**config.mk**
```make
export PLATFORM = sky130hd
export DESIGN_NAME = ctrl_pipe
export DESIGN_NICKNAME = d
export VERILOG_FILES = /design/src/rtl/ctrl_pipe_pkg.sv /design/src/rtl/ctrl_pipe_fwd_unit.sv /design/src/rtl/ctrl_pipe.sv
export SDC_FILE = /design/constraint.sdc
export NUM_CORES = 1
export LEC_CHECK = 0
export BUFFER_PORTS_ARGS = -buffer_cell sky130_fd_sc_hd__buf_2
export CORE_ASPECT_RATIO = 0.5
export CORE_MARGIN = 8
export CORE_UTILIZATION = 25
export DETAILED_ROUTE_END_ITERATION = 12
export GPL_TIMING_DRIVEN = 0
export PLACE_DENSITY = 0.45
export SLEW_MARGIN = 20
export SYNTH_ARGS = -nofsm -noshare
export SYNTH_HDL_FRONTEND = slang
export SYNTH_SLANG_ARGS = --single-unit
```
**constraint.sdc**
```tcl
create_clock -name clk_i -period 2.2 [get_ports clk_i]
set_input_delay 0.44 -clock clk_i [delete_from_list [all_inputs] [get_ports clk_i]]
set_output_delay 0.44 -clock clk_i [all_outputs]
set_load 0.01 [all_outputs]
```
**src/rtl/ctrl_pipe_pkg.sv**
```systemverilog
// Shared definitions for the control pipeline: control-bundle bit
// positions (same packing as the main decoder) and forwarding selects.
package ctrl_pipe_pkg;

   localparam int CTRL_W      = 10;
   localparam int CB_REGDST   = 9;
   localparam int CB_ALUSRC   = 8;
   localparam int CB_MEMTOREG = 7;
   localparam int CB_REGWRITE = 6;
   localparam int CB_MEMWRITE = 5;
   localparam int CB_MEMREAD  = 4;
   localparam int CB_BRANCH   = 3;
   localparam int CB_JUMP     = 2;
   localparam int CB_ALUOP_HI = 1;
   localparam int CB_ALUOP_LO = 0;

   localparam logic [1:0] FWD_REG   = 2'b00;
   localparam logic [1:0] FWD_EXMEM = 2'b10;
   localparam logic [1:0] FWD_MEMWB = 2'b01;

endpackage

```
**src/rtl/ctrl_pipe_fwd_unit.sv**
```systemverilog
// EX-stage operand forwarding selects; EX/MEM result beats MEM/WB.
module fwd_unit
   import ctrl_pipe_pkg::*;
#(
   parameter int RA_W = 5
) (
   input  logic [RA_W-1:0] ex_rs_i,
   input  logic [RA_W-1:0] ex_rt_i,
   input  logic            mem_reg_write_i,
   input  logic [RA_W-1:0] mem_wr_i,
   input  logic            wb_reg_write_i,
   input  logic [RA_W-1:0] wb_wr_i,
   output logic [1:0]      fwd_a_o,
   output logic [1:0]      fwd_b_o
);

   logic mem_ok;
   logic wb_ok;

   // $0 is hard-wired, so a write to it is never a forwarding source
   assign mem_ok = mem_reg_write_i & (mem_wr_i != '0);
   assign wb_ok  = wb_reg_write_i & (wb_wr_i != '0);

   always_comb begin
      fwd_a_o = FWD_REG;
      fwd_b_o = FWD_REG;
      if (mem_ok && (mem_wr_i == ex_rs_i))
         fwd_a_o = FWD_EXMEM;
      else if (wb_ok && (wb_wr_i == ex_rs_i))
         fwd_a_o = FWD_MEMWB;
      if (mem_ok && (mem_wr_i == ex_rt_i))
         fwd_b_o = FWD_EXMEM;
      else if (wb_ok && (wb_wr_i == ex_rt_i))
         fwd_b_o = FWD_MEMWB;
   end

endmodule

```
**src/rtl/ctrl_pipe.sv**
```systemverilog
// Control-bundle pipeline ID->EX->MEM->WB with load-use stall,
// branch/jump IF/ID flush and EX operand forwarding selects.
module ctrl_pipe
   import ctrl_pipe_pkg::*;
#(
   parameter int RA_W    = 5,
   parameter int ALUOP_W = 2
) (
   input  logic               clk_i,
   input  logic               rst_i,
   input  logic               RegDst_i,
   input  logic               ALUSrc_i,
   input  logic               MemtoReg_i,
   input  logic               RegWrite_i,
   input  logic               MemWrite_i,
   input  logic               MemRead_i,
   input  logic [ALUOP_W-1:0] ALUOp_i,
   input  logic [RA_W-1:0]    id_rs_i,
   input  logic [RA_W-1:0]    id_rt_i,
   input  logic [RA_W-1:0]    id_rd_i,
   input  logic               branch_taken_i,
   input  logic               jump_i,
   output logic               ex_RegDst_o,
   output logic               ex_ALUSrc_o,
   output logic [ALUOP_W-1:0] ex_ALUOp_o,
   output logic               mem_MemRead_o,
   output logic               mem_MemWrite_o,
   output logic               wb_RegWrite_o,
   output logic               wb_MemtoReg_o,
   output logic [RA_W-1:0]    wb_wr_addr_o,
   output logic [1:0]         ForwardA_o,
   output logic [1:0]         ForwardB_o,
   output logic               pc_write_o,
   output logic               ifid_write_o,
   output logic               ifid_flush_o
);

   typedef struct packed {
      logic               reg_dst;
      logic               alu_src;
      logic               mem_to_reg;
      logic               reg_write;
      logic               mem_write;
      logic               mem_read;
      logic [ALUOP_W-1:0] alu_op;
      logic [RA_W-1:0]    rs;
      logic [RA_W-1:0]    rt;
      logic [RA_W-1:0]    rd;
   } id_ex_t;

   typedef struct packed {
      logic            mem_read;
      logic            mem_write;
      logic            reg_write;
      logic            mem_to_reg;
      logic [RA_W-1:0] wr_addr;
   } ex_mem_t;

   typedef struct packed {
      logic            reg_write;
      logic            mem_to_reg;
      logic [RA_W-1:0] wr_addr;
   } mem_wb_t;

   id_ex_t  idex_d,  idex_q;
   ex_mem_t exmem_d, exmem_q;
   mem_wb_t memwb_d, memwb_q;
   logic    stall;

   assign stall = idex_q.mem_read & (idex_q.rt != '0) &
                  ((idex_q.rt == id_rs_i) | (idex_q.rt == id_rt_i));

   always_comb begin
      idex_d = '0;
      if (!stall) begin
         idex_d.reg_dst    = RegDst_i;
         idex_d.alu_src    = ALUSrc_i;
         idex_d.mem_to_reg = MemtoReg_i;
         idex_d.reg_write  = RegWrite_i;
         idex_d.mem_write  = MemWrite_i;
         idex_d.mem_read   = MemRead_i;
         idex_d.alu_op     = ALUOp_i;
         idex_d.rs         = id_rs_i;
         idex_d.rt         = id_rt_i;
         idex_d.rd         = id_rd_i;
      end
   end

   always_comb begin
      exmem_d            = '0;
      exmem_d.mem_read   = idex_q.mem_read;
      exmem_d.mem_write  = idex_q.mem_write;
      exmem_d.reg_write  = idex_q.reg_write;
      exmem_d.mem_to_reg = idex_q.mem_to_reg;
      exmem_d.wr_addr    = idex_q.reg_dst ? idex_q.rd : idex_q.rt;
      memwb_d            = '0;
      memwb_d.reg_write  = exmem_q.reg_write;
      memwb_d.mem_to_reg = exmem_q.mem_to_reg;
      memwb_d.wr_addr    = exmem_q.wr_addr;
   end

   always_ff @(posedge clk_i or posedge rst_i) begin
      if (rst_i) begin
         idex_q  <= '0;
         exmem_q <= '0;
         memwb_q <= '0;
      end else begin
         idex_q  <= idex_d;
         exmem_q <= exmem_d;
         memwb_q <= memwb_d;
      end
   end

   fwd_unit #(.RA_W(RA_W)) u_fwd (
      .ex_rs_i         (idex_q.rs),
      .ex_rt_i         (idex_q.rt),
      .mem_reg_write_i (exmem_q.reg_write),
      .mem_wr_i        (exmem_q.wr_addr),
      .wb_reg_write_i  (memwb_q.reg_write),
      .wb_wr_i         (memwb_q.wr_addr),
      .fwd_a_o         (ForwardA_o),
      .fwd_b_o         (ForwardB_o)
   );

   // stall wins: the branch re-resolves next cycle with forwarded data
   assign ifid_flush_o   = (branch_taken_i | jump_i) & ~stall;
   assign pc_write_o     = ~stall;
   assign ifid_write_o   = ~stall;

   assign ex_RegDst_o    = idex_q.reg_dst;
   assign ex_ALUSrc_o    = idex_q.alu_src;
   assign ex_ALUOp_o     = idex_q.alu_op;
   assign mem_MemRead_o  = exmem_q.mem_read;
   assign mem_MemWrite_o = exmem_q.mem_write;
   assign wb_RegWrite_o  = memwb_q.reg_write;
   assign wb_MemtoReg_o  = memwb_q.mem_to_reg;
   assign wb_wr_addr_o   = memwb_q.wr_addr;

endmodule

```
## Word-level counts from Yosys, hierarchy flattened

Index checks and enable logic that the tools add are counted.

| cells by class | value |
|---|---|
| add/subtract/negate cells | 0 |
| $mul | 0 |
| divide/modulo/power cells | 0 |
| order comparisons | 0 |
| equal/unequal tests | 6 |
| shifts and indexed selects | 0 |
| muxes and demuxes | 6 |
| bitwise gates (word level) | 8 |
| reduce and logical (&&, ||, !) cells | 7 |

Operators with widths:

| cell | count |
|---|---|
| equality test 5 bit | 6 |
| 2-to-1 mux 23 bit | 1 |
| nonzero test 5 bit | 3 |
| AND 1 bit | 5 |
| 2-to-1 mux 5 bit | 1 |
| logical AND 1 bit | 4 |
| 2-to-1 mux 2 bit | 2 |
| 2-to-1 mux 1 bit | 2 |
| OR 1 bit | 2 |
| NOT 1 bit | 1 |

| storage, ports and cells | value |
|---|---|
| bits in registers | 39 |
| latch bits | 0 |
| RAM bits | 0 |
| memory bits (read-only) | 0 |
| output and inout bits | 20 |
| logic and storage cells | 45 |
| memories kept | 0 |

## Longest topological paths before layout

Gate-level depths: netlist (run 1).

| depth | value |
|---|---|
| depth in word-level cells | 5 |
| depth in mapped cells | 7 |
| depth with buffers taken out | 4 |

## Cells and area by module

From an unflattened synthesis (run 1), not the netlist that was laid out.

| unflattened totals | value |
|---|---|
| cell total of the unflattened synthesis | 129 |
| area, all modules | 1732.9 µm² |

Modules (own cells, without submodules):

| module | instances | cells each | area each (µm²) | seq. area each (µm²) |
|---|---|---|---|---|
| ctrl_pipe | 1 | 95 | 1475.2 | 975.9 |
| fwd_unit | 1 | 34 | 257.7 | 0.0 |

## Worst setup path after synthesis (run 1)

No wires, ideal clock.

| path | value |
|---|---|
| path type | reg-to-output |
| from | register exmem_q[4] (netlist name) |
| to | output ForwardA_o[0] |
| data arrival time | 1.639 ns |
| data required time | 1.760 ns |
| slack | 0.121 ns |
| cell stages (with the launch flop) | 5 |
| cell sequence | dfrtp_1 -> or4_1 -> o21ai_1 -> nor4_1 -> nor4_1 |

| between the ends | value |
|---|---|
| longest elaborated chain between the ends | 4 |
| elaborated cells on any way between the ends | 5 |
| those cells by class | 1 x eq/ne; 1 x mux; 1 x bitwise; 2 x reduce/logical |

Ends and longest elaborated chain:

| what | RTL line | source |
|---|---|---|
| start: declaration | ctrl_pipe.sv:66 | `ex_mem_t exmem_d, exmem_q;` |
| start signal: assignment | ctrl_pipe.sv:109 | `exmem_q <= exmem_d;` |
| nonzero test 5 bit | ctrl_pipe_fwd_unit.sv:21 | `assign mem_ok = mem_reg_write_i & (mem_wr_i != '0);` |
| AND 1 bit | ctrl_pipe_fwd_unit.sv:21 |  |
| logical AND 1 bit (*) | ctrl_pipe_fwd_unit.sv:27 | `if (mem_ok && (mem_wr_i == ex_rs_i))` |
| 2-to-1 mux 2 bit (*) | ctrl_pipe_fwd_unit.sv:27 |  |
| end: declaration | ctrl_pipe.sv:31 | `output logic [1:0] ForwardA_o,` |

Mark *: on every way between the ends. The rest lies on a longest branch, timed or not.

## Worst setup path after layout (run 1)

| path | value |
|---|---|
| from | register exmem_q[1] (netlist name) |
| to | output ForwardA_o[0] |

Same word-level chain as after synthesis.

==> impl_results.rst, run 1 <==
.. list-table::
   :header-rows: 1

   * - Metric
     - Value
   * - Routed via count divided by cell count
     - 4.05
   * - Net count reported at finish
     - 235
   * - Total clock buffers created by CTS
     - 5
   * - Reg clk slew, reported paths
     - 50 ps
   * - Placed cell count
     - 271
   * - Clock network fraction of total power
     - 35.6%
   * - Net Switching
     - 0.467 mW
   * - Leading post-synthesis cells by instance count
     - sky130_fd_sc_hd__dfrtp_1, sky130_fd_sc_hd__a21boi_2, sky130_fd_sc_hd__xnor2_1
   * - Total routing resource utilization after global routing
     - 8.82%
   * - Detailed Routing Iterations Pass 1
     - 4
   * - Floorplan row count
     - 21
   * - Vias in the first global route
     - 1366
   * - # Max-Cap Violations
     - 0
   * - Share of cells above drive strength 1
     - 63.3%
   * - Clock insertion delay at the later pin of the skew report
     - 270 ps
   * - Comb power frac
     - 19.8%
   * - Internal portion of total power
     - 1.38 mW
   * - Global-route congestion overflow total
     - 0
   * - DRC violation count after routing
     - 0
   * - Count of distinct cell types in the synthesized netlist
     - 21
   * - Total of flip-flops plus latches after synthesis
     - 39
   * - Fraction of synthesized cell area taken by the top area cell type
     - 55.2%
   * - Core outline area
     - 0.00675 mm2
   * - Worst Setup End Kind
     - output port
   * - Unrepaired setup endpoints after global routing
     - true
   * - Placed inst area
     - 0.00213 mm2
   * - Drt wl/cell
     - 14.7 um
   * - Die ar.
     - 0.0102 mm2
   * - Most frequently used flop master after synthesis
     - sky130_fd_sc_hd__dfrtp_1
   * - Worst path bufs/invs
     - 1
   * - Net switching fraction of the power
     - 25.3%
   * - Largest cells by area after synthesis
     - sky130_fd_sc_hd__dfrtp_1, sky130_fd_sc_hd__a21boi_2, sky130_fd_sc_hd__xnor2_1
   * - Post-synth design cell area
     - 0.00177 mm2
   * - Final Max Tran Viols
     - 0
   * - Highest-delay cell along the critical path
     - sky130_fd_sc_hd__or4_4
   * - R2R Path Start
     - idex_q[9]$_DFF_PP0_
   * - Net count of the mapped netlist
     - 159
   * - Cell Count, Final, Fillers Out
     - 299
   * - Pin count of the biggest net entering global routing
     - 30
   * - Cell count after synthesis
     - 132
   * - Share of synthesized area occupied by flip-flops and latches
     - 55.2%
   * - Port-buffer cells
     - 46
   * - Largest stage delay on the critical path
     - 550 ps
   * - Detailed Route Iter0 Violations
     - 22
   * - Syn. warnings
     - 0
   * - Signed area change from the synthesized netlist to the final layout
     - 46.1%
   * - Pwr Density
     - 715 mW/mm2
   * - Root buffer selected by CTS
     - sky130_fd_sc_hd__clkbuf_16
   * - Post-route design area
     - 0.00258 mm2
   * - Outcome
     - finished, violations left
   * - Setup violations, final
     - 4
   * - Startpoint Class
     - flip-flop
   * - Antenna violations before repair
     - 0
   * - First-pass GRT wire length
     - 6.98 mm
   * - R2R cell count
     - 6
   * - Number of levels the H-tree was split into
     - 2
   * - Flop pwr share
     - 44.6%
   * - Setup Crit Path Kind
     - reg2out
   * - Cell type group with the largest total delay on the critical path
     - simple AND/OR/NAND/NOR gates
   * - Ports
     - 47
   * - Die W
     - 135 um
   * - End-of-flow core utilization
     - 38.2%
   * - FF-to-FF End
     - idex_q[5]$_DFF_PP0_
   * - Worst slew margin relative to its limit
     - 72.5%
   * - Data arrival time at the worst-slack endpoint
     - 1860 ps
   * - Antenna diodes
     - 0
   * - RePlAce Congestion
     - 0.712
   * - Fin worst setup slack
     - -102 ps
   * - Maximum fanout count along the critical path
     - 2
   * - Number of flops mapped to enable cells by yosys
     - 0
   * - TritonCTS clock tree
     - built
   * - F_max
     - 0.434 GHz
   * - Cell with the most instances after synthesis
     - sky130_fd_sc_hd__dfrtp_1
   * - Cell chain of the critical path
     - or4_4 > o21ai_4 > nor4_2 > nor4_2 > buf_2
   * - Leak
     - 1.17 nW
   * - Final critical path time including I/O delays and setup
     - 2300 ps
   * - Initial core utilization
     - 26.2%
   * - Maximum root-to-sink buffer count
     - 2
   * - Violated checks
     - setup timing
   * - Final Hold Violating Endpoints
     - 0
   * - DPL Wire Length
     - 3.04 mm
   * - Mean Syn Cell Area
     - 13.4 um2
   * - Worst EP required
     - 1760 ps
   * - Minimum setup slack among reg-to-reg paths
     - 350 ps
   * - Post-DRT Antenna Nets
     - 0
   * - Die span in y
     - 75.4 um
   * - Cell type with the highest aggregate area in the netlist
     - sky130_fd_sc_hd__dfrtp_1
   * - Peak supply drop
     - 0.285 mV
   * - Via count
     - 1211
   * - Least-Margin Pin Slew
     - 409 ps
   * - Final wirelength
     - 4.41 mm
   * - Post-route clock period utilization
     - 105%
   * - Sinks on the clock net
     - 39
   * - Most used cell, CP
     - sky130_fd_sc_hd__nor4_2
   * - Class of the worst hold path
     - in2async
   * - Share of async-settable or async-resettable flops after synthesis
     - 100%
   * - Worst clock skew
     - 1.68 ps
placed cells by master (no fill, tap or decap):
master,n
sky130_fd_sc_hd__buf_2,45
sky130_fd_sc_hd__dfrtp_1,36
sky130_fd_sc_hd__buf_4,28
sky130_fd_sc_hd__a21boi_2,18
sky130_fd_sc_hd__xor2_1,14
sky130_fd_sc_hd__xnor2_1,10
sky130_fd_sc_hd__buf_6,6
sky130_fd_sc_hd__mux2_2,5
sky130_fd_sc_hd__xnor2_2,5
sky130_fd_sc_hd__a21boi_0,5
sky130_fd_sc_hd__clkbuf_16,5
sky130_fd_sc_hd__nand3_1,3
sky130_fd_sc_hd__or4_1,3
sky130_fd_sc_hd__dfrtp_2,3
sky130_fd_sc_hd__or4_4,2
sky130_fd_sc_hd__nor4_1,2
sky130_fd_sc_hd__nor4_2,2
sky130_fd_sc_hd__nand2_2,2
sky130_fd_sc_hd__o21ai_4,1
sky130_fd_sc_hd__o21ai_1,1
sky130_fd_sc_hd__xnor2_4,1
sky130_fd_sc_hd__nand3_2,1
sky130_fd_sc_hd__o22ai_4,1
sky130_fd_sc_hd__buf_8,1
sky130_fd_sc_hd__o21a_4,1
sky130_fd_sc_hd__nand2_4,1
sky130_fd_sc_hd__nor2_1,1
sky130_fd_sc_hd__a21oi_2,1
sky130_fd_sc_hd__inv_2,1
sky130_fd_sc_hd__clkbuf_1,1
sky130_fd_sc_hd__buf_12,1
worst register-to-register path, cell delays in order (launching register included):
cell	delay [ps]
sky130_fd_sc_hd__dfrtp_2	460
sky130_fd_sc_hd__buf_6	140
sky130_fd_sc_hd__or4_4	410
sky130_fd_sc_hd__o21a_4	260
sky130_fd_sc_hd__buf_4	200
sky130_fd_sc_hd__buf_6	170
sky130_fd_sc_hd__a21boi_2	140
worst max-delay path by stage:
stage                               from       endpoint  slack, ps  depth (start not counted)
3_5_place_dp         idex_q[5]$_DFF_PP0_     pc_write_o       -310                          8
4_1_cts        wb_wr_addr_o[0]$_DFF_PP0_  ForwardB_o[0]       -110                          5
2_1_floorplan       exmem_q[4]$_DFF_PP0_  ForwardA_o[0]        120                          4
3_3_place_gp         idex_q[5]$_DFF_PP0_     pc_write_o       -300                          8
6_report            exmem_q[1]$_DFF_PP0_  ForwardA_o[0]       -100                          5
5_1_grt             exmem_q[1]$_DFF_PP0_  ForwardA_o[0]       -180                          5
timing repair:
action | in CTS | in global routing
pin swaps | 13 | 12
resized for setup | 16 | 18
hold buffers | 0 | 0
setup buffers | 18 | 9
setup endpoints to repair | 5 | 6
endpoints found under the hold margin | 0 | 0
per-layer routing:
layer	GRT usage (%)	routed length [um]	up-vias
met5	0	0	-
met4	2.59	34	0
met3	2.43	125	2
met2	15.2	2200	23
met1	10.7	2050	592
li1	-	-	594
power groups by stage:
stage               clock [mW]  sequential (mW)  combinational, mW
floorplan                    0            0.827              0.178
global placement             0            0.829              0.271
detailed placement           0            0.830              0.279
CTS                      0.678            0.823              0.325
global route             0.712            0.831              0.398
finish                   0.657            0.824              0.366
sequential cells by signal, summed over array words and instances, names as in the netlist, 2 cells and up:
register,cells
wb_wr_addr_o,5
exmem_d,4
ex_ALUOp_o,2
idex_q,15
exmem_q,7
stage by stage:
step                setup TNS (ps)  hold WS (ps)  worst slack (ps)  total power [mW]
floorplan                        0           331               121              1.01
global placement              -633           332              -298              1.10
detailed placement            -656           335              -305              1.11
CTS                           -269           108              -106              1.83
global route                  -553           111              -184              1.94
finish                        -226          99.5              -102              1.85
layout make-up:
| cell class | count | area (um2) |
|---|---|---|
| plain buffers | 7 | 65.1 |
| clock buffers | 6 | 129 |
| fillers | 661 | 4170 |
| inverters | 1 | 3.75 |
| multi-input cells | 80 | 816 |
| flip-flops and latches | 39 | 980 |
| well taps | 92 | 115 |
| repair buffers | 74 | 473 |
cells by family after synthesis:
family / share of synthesized area [%]
compound gates: 15.9
flops: 55.2
mux: 3.19
xor+xnor: 14.9
simple gates: 5.74
buf+inv: 5.10
(Power assumes the default switching activity.)
==> run 2, diff against run 1 <==
--- a/config.mk
+++ b/config.mk
@@ -5,13 +5,16 @@
 export SDC_FILE = /design/constraint.sdc
 export NUM_CORES = 1
 export LEC_CHECK = 0
+export ABC_AREA = 1
 export BUFFER_PORTS_ARGS = -buffer_cell sky130_fd_sc_hd__buf_2
+export CELL_PAD_IN_SITES_DETAIL_PLACEMENT = 0
+export CELL_PAD_IN_SITES_GLOBAL_PLACEMENT = 1
 export CORE_ASPECT_RATIO = 0.5
 export CORE_MARGIN = 8
 export CORE_UTILIZATION = 25
 export DETAILED_ROUTE_END_ITERATION = 12
 export GPL_TIMING_DRIVEN = 0
-export PLACE_DENSITY = 0.45
+export PLACE_DENSITY = 0.55
 export SLEW_MARGIN = 20
 export SYNTH_ARGS = -nofsm -noshare
 export SYNTH_HDL_FRONTEND = slang
==> run 2 against run 1 <==
  * The run now ends clean
  * Global-route usage shrank 0.50 points
  * Non-clock buffer count decreased by 15
  * Area after synthesis grew 6.7%
  * Hold slack is essentially flat
  * Final cell count grew 19%
  * Count of clock-buffer cells in the layout stayed put
  * Final area is 2.0% lower
  * Die area rose by 5.6%
  * Via count up 15%
  * Fmax grew 9.8%
  * Routed wire length down 2.2%
  * Setup slack improved by 200 ps
==> impl_results.rst, run 2 <==
.. list-table::
   :header-rows: 1

   * - Metric
     - Value
   * - End-of-flow core utilization
     - 34.5%
   * - Reg clk slew, reported paths
     - 50 ps
   * - Worst Setup Slack post-DPL
     - 119 ps
   * - Post-DRT Antenna Nets
     - 0
   * - Most frequently used flop master after synthesis
     - sky130_fd_sc_hd__dfrtp_1
   * - Die W
     - 139 um
   * - Fin worst setup slack
     - 103 ps
   * - Pwr Density
     - 785 mW/mm2
   * - Floorplan row count
     - 22
   * - Worst slew margin relative to its limit
     - 76.9%
   * - Setup Crit Path Kind
     - reg2out
   * - Total of flip-flops plus latches after synthesis
     - 39
   * - Setup violations, final
     - 0
   * - Core outline area
     - 0.00732 mm2
   * - Ports
     - 47
   * - Number of flops mapped to enable cells by yosys
     - 0
   * - Share of cells above drive strength 1
     - 42.7%
   * - Antenna violations before repair
     - 0
   * - Sequential cell area
     - 978 um2
   * - Detailed Route Iter0 Violations
     - 29
   * - Routed via count divided by cell count
     - 3.91
   * - Antenna diodes
     - 0
   * - Biggest register
     - idex_q
   * - Net count of the mapped netlist
     - 224
   * - Share of synthesized area occupied by flip-flops and latches
     - 51.8%
   * - Die span in y
     - 77.4 um
   * - TritonCTS clock tree
     - built
   * - Final Hold Violating Endpoints
     - 0
   * - Worst Setup End Kind
     - output port
   * - # fillers
     - 774
   * - DRC violation count after routing
     - 0
   * - Cell chain of the critical path
     - buf_2 > inv_2 > nand4_1 > o21ai_2 > inv_2 > buf_6 > nand2_2 > buf_4 > buf_2
   * - Largest cells by area after synthesis
     - sky130_fd_sc_hd__dfrtp_1, sky130_fd_sc_hd__a21oi_2, sky130_fd_sc_hd__xnor2_1
   * - F_max
     - 0.477 GHz
   * - Number of levels the H-tree was split into
     - 2
   * - Maximum root-to-sink buffer count
     - 2
   * - Via count
     - 1391
   * - Maximum fanout count along the critical path
     - 10
   * - Peak supply drop
     - 0.296 mV
   * - Worst EP required
     - 1760 ps
   * - # Max-Cap Violations
     - 0
   * - Hold-fix buffers, CTS
     - 0
   * - Syn. warnings
     - 0
   * - Least-Margin Pin Slew
     - 344 ps
   * - Final critical path time including I/O delays and setup
     - 2100 ps
   * - Count of distinct cell types in the synthesized netlist
     - 23
   * - Total clock buffers created by CTS
     - 5
   * - Worst path bufs/invs
     - 6
   * - Cell Count, Final, Fillers Out
     - 356
   * - Largest stage delay on the critical path
     - 350 ps
   * - Post-route clock period utilization
     - 95.3%
   * - Commonest non-fill, non-tap cell in the layout
     - sky130_fd_sc_hd__buf_2
   * - RePlAce Congestion
     - 0.761
   * - Startpoint Class
     - flip-flop
   * - Clock insertion delay at the later pin of the skew report
     - 280 ps
   * - Data arrival time at the worst-slack endpoint
     - 1660 ps
   * - DPL Wire Length
     - 3.41 mm
   * - R2R Path Start
     - idex_q[7]$_DFF_PP0_
   * - FF-to-FF End
     - idex_q[12]$_DFF_PP0_
   * - Worst clock skew
     - 1.70 ps
   * - Multi-input logic area
     - 709 um2
   * - Outcome
     - complete, no violations
   * - Mean Syn Cell Area
     - 9.57 um2
   * - Post-synth design cell area
     - 0.00189 mm2
   * - Most frequent cells in the layout
     - sky130_fd_sc_hd__buf_2, sky130_fd_sc_hd__dfrtp_1, sky130_fd_sc_hd__nand2_1, sky130_fd_sc_hd__inv_1, sky130_fd_sc_hd__a21oi_2
   * - Cell count after synthesis
     - 197
   * - Cell type with the highest aggregate area in the netlist
     - sky130_fd_sc_hd__dfrtp_1
   * - Signed area change from the synthesized netlist to the final layout
     - 34.1%
   * - Cell with the most instances after synthesis
     - sky130_fd_sc_hd__dfrtp_1
   * - Initial core utilization
     - 25.8%
   * - Largest register FFs
     - 15
   * - R2R cell count
     - 9
   * - Share of async-settable or async-resettable flops after synthesis
     - 100%
   * - Sinks on the clock net
     - 39
   * - Net count reported at finish
     - 286
   * - Pin count of the biggest net entering global routing
     - 29
   * - Die ar.
     - 0.0107 mm2
   * - Critical path origin
     - idex_q[7]$_DFF_PP0_
   * - Leading post-synthesis cells by instance count
     - sky130_fd_sc_hd__dfrtp_1, sky130_fd_sc_hd__nand2_1, sky130_fd_sc_hd__inv_1
   * - Vias in the first global route
     - 1488
   * - Root buffer selected by CTS
     - sky130_fd_sc_hd__clkbuf_16
   * - Detailed Routing Iterations Pass 1
     - 4
   * - Leak
     - 1.26 nW
   * - Final wirelength
     - 4.31 mm
   * - Fraction of synthesized cell area taken by the top area cell type
     - 51.8%
   * - Drt wl/cell
     - 12.1 um
   * - Port-buffer cells
     - 46
   * - Global-route congestion overflow total
     - 0
   * - Final Max Tran Viols
     - 0
   * - Placed cell count
     - 340
   * - Highest-delay cell along the critical path
     - sky130_fd_sc_hd__dfrtp_1
   * - Total routing resource utilization after global routing
     - 8.32%
   * - First-pass GRT wire length
     - 7.15 mm
   * - Class of the worst hold path
     - in2async
   * - Minimum setup slack among reg-to-reg paths
     - 600 ps
   * - Cell type group with the largest total delay on the critical path
     - buffers and inverters
run 2: cell count changes after synthesis, sizes merged, moves of 4 or more:
cell,change
or4,-5
nand2,+32
inv,+31
nor2,+16
a21oi,+23
nor4,-4
mux2,-5
xor2,-8
o21ai,+6
a21boi,-23
run 2: layer usage:
metal / vias up / GRT usage, % / share of wire, %
met2: 26 / 13.0 / 43
met5: - / 0 / 0
li1: 722 / - / -
met1: 637 / 10.8 / 53
met4: 0 / 3.58 / 1.8
met3: 6 / 2.14 / 2.7
run 2: what timing repair did:
item | in CTS | in global routing
gates resized for setup | 6 | 8
setup endpoints to repair | 2 | 2
buffers inserted | 4 | 4
pin swaps | 3 | 5
gates cloned | 0 | 0
run 2: area by class of cell:
type | instances | area share, %
Multi-Input combinational cell | 115 | 28.1
Tap cell | 96 | 4.75
Clock buffer | 6 | 5.49
Clock inverter | 2 | 1.39
Inverter | 32 | 4.75
Buffer | 11 | 4.60
Sequential cell | 39 | 38.7
Timing Repair Buffer | 55 | 12.3
run 2: worst max path at each step:
stage	to	slack, ps	cells past startpoint
CTS	pc_write_o	9	11
global placement	pc_write_o	100	10
detailed placement	pc_write_o	120	10
global route	pc_write_o	-7	10
floorplan	pc_write_o	500	9
finish	pc_write_o	100	9
run 2: logic make-up after synthesis:
logic type	synth area share (%)
AO/OA/AOI/OAI	12.3
flip-flops	51.8
AND/OR/NAND/NOR	13.9
XOR/XNOR	10.2
buffers and inverters	11.9
run 2: power breakdown:
group	total, mW	switching, mW	internal, mW
combinational	0.338	0.178	0.160
clock	0.827	0.264	0.563
sequential	0.821	0.0472	0.774
total	1.99	0.489	1.50
run 2: worst register-to-register path, stage by stage, from the launching register on:
cell and delay, ps:
sky130_fd_sc_hd__dfrtp_1 350, sky130_fd_sc_hd__buf_2 170, sky130_fd_sc_hd__inv_2 80, sky130_fd_sc_hd__nand4_1 130
sky130_fd_sc_hd__o21ai_2 150, sky130_fd_sc_hd__inv_2 60, sky130_fd_sc_hd__buf_4 140, sky130_fd_sc_hd__buf_4 150
sky130_fd_sc_hd__buf_6 150, sky130_fd_sc_hd__a21oi_2 140
run 2: metrics by stage:
step	hold slack [ps]	cell area [um2]	setup TNS [ps]	power (mW)
2_1_floorplan	331	1890	0	1.04
3_3_place_gp	332	2240	0	1.14
3_5_place_dp	335	2260	0	1.15
4_1_cts	103	2470	0	2.00
5_1_grt	122	2530	-6.81	2.09
6_report	99.1	2530	0	1.99
==> run 3, diff against run 2 <==
--- a/config.mk
+++ b/config.mk
@@ -7,15 +7,13 @@
 export LEC_CHECK = 0
 export ABC_AREA = 1
 export BUFFER_PORTS_ARGS = -buffer_cell sky130_fd_sc_hd__buf_2
-export CELL_PAD_IN_SITES_DETAIL_PLACEMENT = 0
-export CELL_PAD_IN_SITES_GLOBAL_PLACEMENT = 1
 export CORE_ASPECT_RATIO = 0.5
 export CORE_MARGIN = 8
 export CORE_UTILIZATION = 25
 export DETAILED_ROUTE_END_ITERATION = 12
 export GPL_TIMING_DRIVEN = 0
-export PLACE_DENSITY = 0.55
 export SLEW_MARGIN = 20
 export SYNTH_ARGS = -nofsm -noshare
 export SYNTH_HDL_FRONTEND = slang
+export SYNTH_HIERARCHICAL = 1
 export SYNTH_SLANG_ARGS = --single-unit
==> run 3 against run 2 <==
  * Via count up 10%
  * Power shrank 0.98%
  * Sequential power is essentially flat
  * Clock skew rose by 1.6 ps
  * Combinational power hardly changed
  * Fmax barely moved
==> impl_results.rst, run 3 <==
.. list-table::
   :header-rows: 1

   * - Metric
     - Value
   * - Share of async-settable or async-resettable flops after synthesis
     - 100%
   * - Antenna violations before repair
     - 0
   * - Final Hold Violating Endpoints
     - 0
   * - Via count
     - 1537
   * - Vias in the first global route
     - 1521
   * - Data arrival time at the worst-slack endpoint
     - 1660 ps
   * - Total clock buffers created by CTS
     - 5
   * - Leading post-synthesis cells by instance count
     - sky130_fd_sc_hd__nand2_1, sky130_fd_sc_hd__dfrtp_1, sky130_fd_sc_hd__inv_1
   * - Largest cells by area after synthesis
     - sky130_fd_sc_hd__dfrtp_1, sky130_fd_sc_hd__nand2_1, sky130_fd_sc_hd__a21oi_2
   * - # Max-Cap Violations
     - 0
   * - Reg clk slew, reported paths
     - 60 ps
   * - Global-route congestion overflow total
     - 0
   * - RePlAce Congestion
     - 0.763
   * - Fin worst setup slack
     - 101 ps
   * - Net count of the mapped netlist
     - 257
   * - Net count reported at finish
     - 320
   * - Placed cell count
     - 385
   * - Worst clock skew
     - 3.31 ps
   * - Die span in y
     - 78.6 um
   * - Setup violations, final
     - 0
   * - Commonest non-fill, non-tap cell in the layout
     - sky130_fd_sc_hd__nand2_1
   * - Largest register FFs
     - 15
   * - Share of cells above drive strength 1
     - 37.8%
   * - Worst Setup End Kind
     - output port
   * - Floorplan row count
     - 22
   * - Sinks on the clock net
     - 39
   * - Core outline area
     - 0.00746 mm2
   * - # fillers
     - 799
   * - DRC violation count after routing
     - 0
   * - Post-synth design cell area
     - 0.00196 mm2
   * - Maximum root-to-sink buffer count
     - 2
   * - Pin count of the biggest net entering global routing
     - 33
   * - Detailed Routing Iterations Pass 1
     - 4
   * - Least-Margin Pin Slew
     - 391 ps
   * - Mean Syn Cell Area
     - 8.52 um2
   * - Class of the worst hold path
     - in2async
   * - TritonCTS clock tree
     - built
   * - Final wirelength
     - 4.46 mm
   * - Setup Crit Path Kind
     - reg2out
   * - Syn. warnings
     - 6
   * - Fraction of synthesized cell area taken by the top area cell type
     - 49.8%
   * - Maximum fanout count along the critical path
     - 10
   * - Share of synthesized area occupied by flip-flops and latches
     - 49.8%
   * - Antenna diodes
     - 0
   * - Total of flip-flops plus latches after synthesis
     - 39
   * - Hold-fix buffers, CTS
     - 0
   * - Peak supply drop
     - 0.306 mV
   * - Clock insertion delay at the later pin of the skew report
     - 280 ps
   * - Drt wl/cell
     - 11.1 um
   * - Cell with the most instances after synthesis
     - sky130_fd_sc_hd__nand2_1
   * - Pwr Density
     - 759 mW/mm2
   * - Detailed Route Iter0 Violations
     - 86
   * - Cell Count, Final, Fillers Out
     - 402
   * - Final Max Tran Viols
     - 0
   * - Cell type with the highest aggregate area in the netlist
     - sky130_fd_sc_hd__dfrtp_1
   * - Die ar.
     - 0.0111 mm2
   * - Port-buffer cells
     - 46
   * - Worst EP required
     - 1760 ps
   * - Routed via count divided by cell count
     - 3.82
   * - Total routing resource utilization after global routing
     - 8.32%
   * - Ports
     - 47
   * - Die W
     - 141 um
   * - Count of distinct cell types in the synthesized netlist
     - 22
   * - Number of flops mapped to enable cells by yosys
     - 0
   * - Worst-case hold slack
     - 65.2 ps
   * - Setup TNS
     - 0 ps
   * - Signed area change from the synthesized netlist to the final layout
     - 32.2%
   * - Cell count after synthesis
     - 230
   * - Root buffer selected by CTS
     - sky130_fd_sc_hd__clkbuf_16
   * - Placed inst area
     - 0.00234 mm2
   * - Initial core utilization
     - 26.3%
   * - Post-DRT Antenna Nets
     - 0
   * - F_max
     - 0.476 GHz
   * - Post-route clock period utilization
     - 95.4%
   * - First-pass GRT wire length
     - 7.42 mm
   * - Leak
     - 1.36 nW
   * - Worst slew margin relative to its limit
     - 73.9%
   * - Post-route design area
     - 0.00259 mm2
   * - Startpoint Class
     - flip-flop
   * - Most frequent cells in the layout
     - sky130_fd_sc_hd__nand2_1, sky130_fd_sc_hd__buf_2, sky130_fd_sc_hd__inv_1, sky130_fd_sc_hd__dfrtp_1, sky130_fd_sc_hd__a21oi_2
   * - Biggest register
     - idex_q
   * - Most frequently used flop master after synthesis
     - sky130_fd_sc_hd__dfrtp_1
   * - Worst Setup Slack post-DPL
     - 207 ps
   * - DPL Wire Length
     - 3.48 mm
   * - End-of-flow core utilization
     - 34.7%
   * - Number of levels the H-tree was split into
     - 2
   * - Outcome
     - complete, no violations
   * - PnR Total Power
     - 1.97 mW
   * - Final critical path time including I/O delays and setup
     - 2100 ps
## run 3: cell types whose count changed after synthesis
cell                       change
sky130_fd_sc_hd__nand2_1      +32
sky130_fd_sc_hd__nor2_1        +3
sky130_fd_sc_hd__nand4_1       +3
sky130_fd_sc_hd__buf_2         -3
sky130_fd_sc_hd__nor2_2        +2
sky130_fd_sc_hd__inv_2         +2
sky130_fd_sc_hd__nand3_2       +1
sky130_fd_sc_hd__nand3b_1      +1
sky130_fd_sc_hd__inv_1        +11
sky130_fd_sc_hd__o21ai_0       -2
sky130_fd_sc_hd__nor3_1        -2
sky130_fd_sc_hd__xnor2_1       -8
sky130_fd_sc_hd__nand3_1       -3
sky130_fd_sc_hd__xor2_1        -4
## run 3: report_power, final
part           leakage [nW]  internal [mW]  total (mW)  switching [mW]
clock                0.0838          0.534       0.807           0.273
combinational         0.823          0.149       0.339           0.190
sequential            0.456          0.775       0.821          0.0456
## run 3: final cells by class
type                            instances  area [um2]  area share (%)
Sequential cell                        39         982            37.9
Multi-Input combinational cell        138         728            28.1
Timing Repair Buffer                   56         318            12.3
Inverter                               45         169            6.52
Tap cell                              108         135            5.22
Clock buffer                            5         125            4.83
Buffer                                  8        88.8            3.43
Clock inverter                          3        43.8            1.69
## run 3: critical path, cell delays in order, from the launching register on
cell	delay, ps
sky130_fd_sc_hd__dfrtp_2	410
sky130_fd_sc_hd__inv_1	70
sky130_fd_sc_hd__nand2_1	50
sky130_fd_sc_hd__nand2_1	70
sky130_fd_sc_hd__nor2_2	120
sky130_fd_sc_hd__nand3_2	110
sky130_fd_sc_hd__nand2_4	110
sky130_fd_sc_hd__buf_12	140
sky130_fd_sc_hd__nand2_2	50
sky130_fd_sc_hd__buf_4	120
sky130_fd_sc_hd__buf_2	130
## run 3: worst paths after layout
path,start,slack (ps),cells after the start,to
worst min-delay path,rst_i,70,2,wb_MemtoReg_o$_DFF_PP0_
max in group asynchronous,rst_i,1700,3,idex_q[7]$_DFF_PP0_
worst min register to register,exmem_d[7]$_DFF_PP0_,350,0,mem_MemWrite_o$_DFF_PP0_
worst max register to register,idex_q[9]$_DFF_PP0_,820,9,idex_q[3]$_DFF_PP0_
worst max-delay path,idex_q[9]$_DFF_PP0_,100,10,pc_write_o
min in group clk_i,exmem_d[7]$_DFF_PP0_,350,0,mem_MemWrite_o$_DFF_PP0_
## run 3: timing repair
item | CTS | global route
pin swaps | 0 | 1
setup buffers | 1 | 8
gates resized for setup | 5 | 1
setup endpoints to repair | 1 | 1
## run 3: routing by layer
layer	track usage (%)	up-vias	share of wire, %
li1	-	816	-
met5	0	-	0
met2	14.3	24	48
met3	2.17	5	3.1
met4	2.55	0	0.99
met1	10.1	692	48
## run 3: cell families (layout without fill, tap and decap cells)
logic type,count (synthesis),in the layout,synth area share [%]
AND/OR/NAND/NOR,98,98,21.3
buffers and inverters,53,117,13.2
flip-flops,39,39,49.8
AO/OA/AOI/OAI,30,30,11.3
XOR/XNOR,10,10,4.47
